$ cat src/rtl/instr_mem.sv
// Read-only instruction memory: 32 fixed 16-bit words, byte-addressed, registered output.
// Define INSTR_MEM_WRAP_EN to wrap out-of-range pointers modulo 64 bytes instead of returning NOP.
module instr_mem #(
   parameter int DATA_W = 16,
   parameter int ADDR_W = 16,
   parameter int DEPTH  = 32
) (
   input  logic              clk,
   input  logic              rst,
   input  logic [ADDR_W-1:0] pointer,
   output logic [DATA_W-1:0] instr_out
);

   logic [4:0]        word_idx;
   logic [DATA_W-1:0] rom_word;
   logic [DATA_W-1:0] fetch_word;
   logic              out_of_range;

   // The low bit selects a byte within a 16-bit word, so it never affects the fetch.
   assign word_idx = pointer[5:1];

   generate
      if (ADDR_W > 6) begin : g_range
         assign out_of_range = |pointer[ADDR_W-1:6];
      end else begin : g_no_range
         assign out_of_range = 1'b0;
      end
   endgenerate

   always_comb begin
      rom_word = '0;
      if (int'(word_idx) < DEPTH) begin
         case (word_idx)
            5'd0:    rom_word = DATA_W'(16'h1123);
            5'd1:    rom_word = DATA_W'(16'h2245);
            5'd2:    rom_word = DATA_W'(16'h3367);
            5'd3:    rom_word = DATA_W'(16'h4489);
            5'd4:    rom_word = DATA_W'(16'h55AB);
            5'd5:    rom_word = DATA_W'(16'h66CD);
            5'd6:    rom_word = DATA_W'(16'h77EF);
            5'd7:    rom_word = DATA_W'(16'h8801);
            5'd31:   rom_word = DATA_W'(16'hF000);
            default: rom_word = '0;
         endcase
      end
   end

`ifdef INSTR_MEM_WRAP_EN
   // Upper pointer bits are discarded entirely when wrapping.
   logic unused_ptr_bits;
   assign unused_ptr_bits = out_of_range ^ pointer[0];
   assign fetch_word      = rom_word;
`else
   logic unused_ptr_bit;
   assign unused_ptr_bit = pointer[0];
   assign fetch_word     = out_of_range ? '0 : rom_word;
`endif

   always_ff @(posedge clk) begin
      if (rst) begin
         instr_out <= '0;
      end else begin
         instr_out <= fetch_word;
      end
   end

endmodule

$ cat config.mk
export PLATFORM = sky130hd
export DESIGN_NAME = instr_mem
export DESIGN_NICKNAME = d
export VERILOG_FILES = /design/src/rtl/instr_mem.sv
export SDC_FILE = /design/constraint.sdc
export NUM_CORES = 1
export LEC_CHECK = 0
export CAP_MARGIN = 20
export CORE_MARGIN = 10
export CORE_UTILIZATION = 30
export DETAILED_ROUTE_END_ITERATION = 7
export GPL_TIMING_DRIVEN = 0
export PLACE_DENSITY = 0.77
export SYNTH_ARGS = -nofsm -noshare
export SYNTH_HDL_FRONTEND = slang
export SYNTH_SLANG_ARGS = --single-unit
$ cat constraint.sdc
create_clock -name clk -period 1.4 [get_ports clk]
set_clock_uncertainty 0.15 [all_clocks]
set_input_delay 0.21 -clock clk [delete_from_list [all_inputs] [get_ports clk]]
set_output_delay 0.21 -clock clk [all_outputs]
set_load 0.01 [all_outputs]
---- Word level (Yosys, flattened, before mapping) ----
Memories as Yosys holds them, arrays and structs flattened. A register that Yosys moved wholly into a read port is not among the register bits.
Index checks and enable logic that the tools add are counted.
storage, ports and cells
  register bits after elaboration ......... 16
  ROM bits ................................ 480
  bits of input ports ..................... 18
  output and inout port bits .............. 16
  logic and storage cells ................. 3
  memories ................................ 1
operators by class
  reduce and logical (&&, ||, !) cells .... 1
memory list
  memory            depth  bits a word  rd ports  clocked after memory_dff  wr ports  RTL line  RTL
  (name not given)  32     15           1         1                         0         33        case (word_idx)
operators with widths
  kind                 count
  11-bit OR reduction  1

---- Depth between registers and ports, before layout ----
  word-level depth ........................ 1
  mapped depth ............................ 4
  mapped depth without buffers ............ 4

---- Worst setup path after synthesis ----
No wires, ideal clock.
  path type ............................... input to register
  start point ............................. in pointer[8]
  end point ............................... reg instr_out[15]
  setup time .............................. 80 ps
  arrival time ............................ 880 ps
  data required time ...................... 1170 ps
  setup slack ............................. 290 ps
  cell stages on the path ................. 3
  buffers on the path ..................... 0
  path through ............................ nor4_4 > nand4_4 > a211oi_2
between the ends
  longest elaborated chain between the ends .. 1
RTL lines
  element                        RTL line  RTL
  from (decl)                    10        input logic [ADDR_W-1:0] pointer,
  11-bit OR reduction (no line)  --
  to (decl)                      11        output logic [DATA_W-1:0] instr_out
Every way passes these cells.
A chain may end at the register's enable or synchronous reset.

---- Worst setup path after layout ----
  start point ............................. reg instr_out[9]
  end point ............................... out instr_out[9]
No word-level cell between the ends.

==> summary.txt <==
Outcome
  – Status: completed

Floorplanning
  – Starting Density: 32.3%
  – # IOs: 34
  – Total die area: 3320 um2
  – Core Region: roughly 1300 um2
  – Die width: between 50 and 60 um
  – Die H: between 50 and 60 um
  – Std cell rows: 13

Critical path
  – CP Data Required Time: between 1 and 1.5 ns
  – Critical Path AT: a little under 1 ns
  – CP top delay family: buffers and inverters
  – Critical setup path kind: reg2out
  – Crit path max fanout: 3
  – CP max stage delay: 0.32 ns
  – CP startpoint kind: flip-flop
  – Cell breakdown of the critical path: buf_4, dlygate4sd2_1
  – CP bufs+invs: 2
  – Setup crit end kind: primary output
  – Critical Path Slowest Stage Cell: dfxtp_1

Clock network
  – CTS Buf Count: 3
  – H-tree depth: 1
  – CTS max path bufs: 2
  – CTS Root Cell: clkbuf_4
  – Clock slew at reported path FFs: about 0.06 ns
  – CTS tree: built
  – TritonCTS Sinks: 9

Place
  – Setup WS pre-CTS: -0.284 ns
  – GP Congestion: about 0.83
  – Buffers on Ports: 31
  – Placement Cell Area: approximately 750 um2
  – Hpwl dp: between 1 and 1.5 mm
  – Inst Count DP: 91

Route
  – Drt total wl: roughly 1.4 mm
  – Routed vias: roughly 440
  – First drt pass iteration count: 2
  – Residual DRC count: 0
  – Via/cell ratio: about 4.6
  – Routed Antenna Nets: 0
  – DRT iter0 DRCs: 5
  – WL/cell: 14.4 um

Worst hold path
  – Worst hold start: pointer[1]
  – HP Class: in2reg
  – Hold Path Stages: 2
  – Hold Path End: instr_out[8]

Final layout
  – Diodes inserted: 0
  – Layout cells sized above 1: approximately a quarter
  – Finished Cell Area: between 800 and 900 um2
  – Area Growth Syn to Fin: 90.3%
  – Largest Register: instr_out
  – Max reg flops: 9
  – Largest registers: instr_out (9)
  – Commonest non-fill, non-tap cells in the layout: dlygate4sd2_1 (15), clkdlybuf4s50_1 (12), dfxtp_1 (9)
  – Core Util, Final: roughly three fifths
  – Final Non-Filler Cells: 95
  – Commonest non-fill, non-tap cell in the layout: dlygate4sd2_1
  – # nets final: 101

STA
  – Period utilization: 95.2%
  – Min Tclk post-route: 1.33 ns
  – Final hold violation count: 0
  – Max Fclk: roughly 750 MHz
  – Max-slew violations: 0
  – RSZ-0062 raised after global routing: false
  – Final setup fails: 0
  – Final setup margin: between 0.06 and 0.07 ns

Logic synthesis
  – Flops & latches, synth: 9
  – Mapped Cells: between 40 and 50
  – Syn. warnings: 0
  – Synth area leader: dfxtp_1
  – Yosys cell types: 18
  – Largest cells by area after synthesis: dfxtp_1 (42%), buf_4 (12%), ha_1 (5.9%), nor3_1 (5.9%), nand4_4 (5.0%)
  – Post-synthesis sequential area ratio: between 40% and 50%
  – Cell Area, Synth: 425 um2
  – Synth top area share: 42.4%
  – Mapped Nets: between 60 and 70
  – Syn avg cell area: roughly 9.5 um2

GRT
  – GRT overflow: 0
  – Number of antenna violations at the first check in global routing: 0
  – Global-route wire length before repair: around 2.2 mm
  – Vias in the first global route: between 400 and 500
  – GRT Overall Usage: ~8.2%
  – Pin count of the biggest net entering global routing: 8

Pwr
  – P per Cell Area: between 600 and 700 nW/um2
  – Final total power: 0.000537 W
  – Max VDD drop: about 0.36 mV
  – Leakage: 0.418 nW

Flow run
  – Max_cap viols: 0
## routing by layer
layer / wire length (um) / GRT usage [%] / up-vias
li1: - / - / 219
met3: 140 / 4.14 / 6
met5: 0 / 0 / -
met4: 65 / 6.38 / 0
met2: 666 / 13.3 / 23
met1: 494 / 7.78 / 189
## power breakdown
group	leakage [nW]	internal (W)	switching [W]
clock	0.0150	0.000109	0.0000808
combinational	0.330	0.0000517	0.0000393
sequential	0.0724	0.000256	0.00000000848
## through the flow
step / hold WS (ns) / setup TNS [ns]
2_1_floorplan: 0.139 / 0
3_3_place_gp: 0.711 / -1.82
3_5_place_dp: 0.728 / -2.03
4_1_cts: 0.450 / 0
5_1_grt: 0.171 / 0
6_report: 0.130 / 0
## cells by family (layout without fill, tap and decap cells)
kind of cell	after synthesis	after routing	synth area share, %
AND/OR/NAND/NOR	18	19	26.8
AO/OA/AOI/OAI	6	6	10.0
other	1	1	0.882
flip-flops	9	9	42.4
buffers and inverters	9	43	14.1
adder cells (fa/ha/maj)	2	2	5.88
## cells in the mapped netlist
| master | instances |
|---|---|
| dfxtp_1 | 9 |
| buf_4 | 7 |
| nor2_1 | 5 |
| nor3_1 | 5 |
| nand2_1 | 4 |
| a21oi_1 | 2 |
| ha_1 | 2 |
| a211oi_2 | 1 |
| clkbuf_1 | 1 |
| conb_1 | 1 |
| inv_1 | 1 |
| nand4_1 | 1 |
| nand4_4 | 1 |
| nor4_4 | 1 |
| o211ai_1 | 1 |
| o21a_1 | 1 |
| o21ai_0 | 1 |
| or2_2 | 1 |
## timing repair
item | in CTS | in global routing
gates resized for setup | 16 | 9
hold buffers | 0 | 0
setup buffers | 0 | 0
cloned | 1 | 0
pin swaps | 3 | 6
setup endpoints to repair | 16 | 7
## area by class of cell
| class | count | area [um2] |
|---|---|---|
| Buffer | 7 | 52.6 |
| Multi-Input combinational cell | 28 | 226 |
| Clock buffer | 4 | 26.3 |
| Sequential cell | 9 | 180 |
| Fill cell | 125 | 508 |
| Timing Repair Buffer | 31 | 302 |
| Inverter | 1 | 3.75 |
| Tap cell | 15 | 18.8 |
## worst max-delay path by stage
| stage | depth (start not counted) | end | from |
|---|---|---|---|
| global route | 4 | instr_out[15] | pointer[11] |
| detailed placement | 4 | instr_out[15] | pointer[8] |
| floorplan | 3 | instr_out[15] | pointer[8] |
| finish | 2 | instr_out[9] | instr_out[9] |
| global placement | 4 | instr_out[15] | pointer[8] |
| CTS | 4 | instr_out[11] | pointer[9] |
Power figures use the tool's default switching activity.
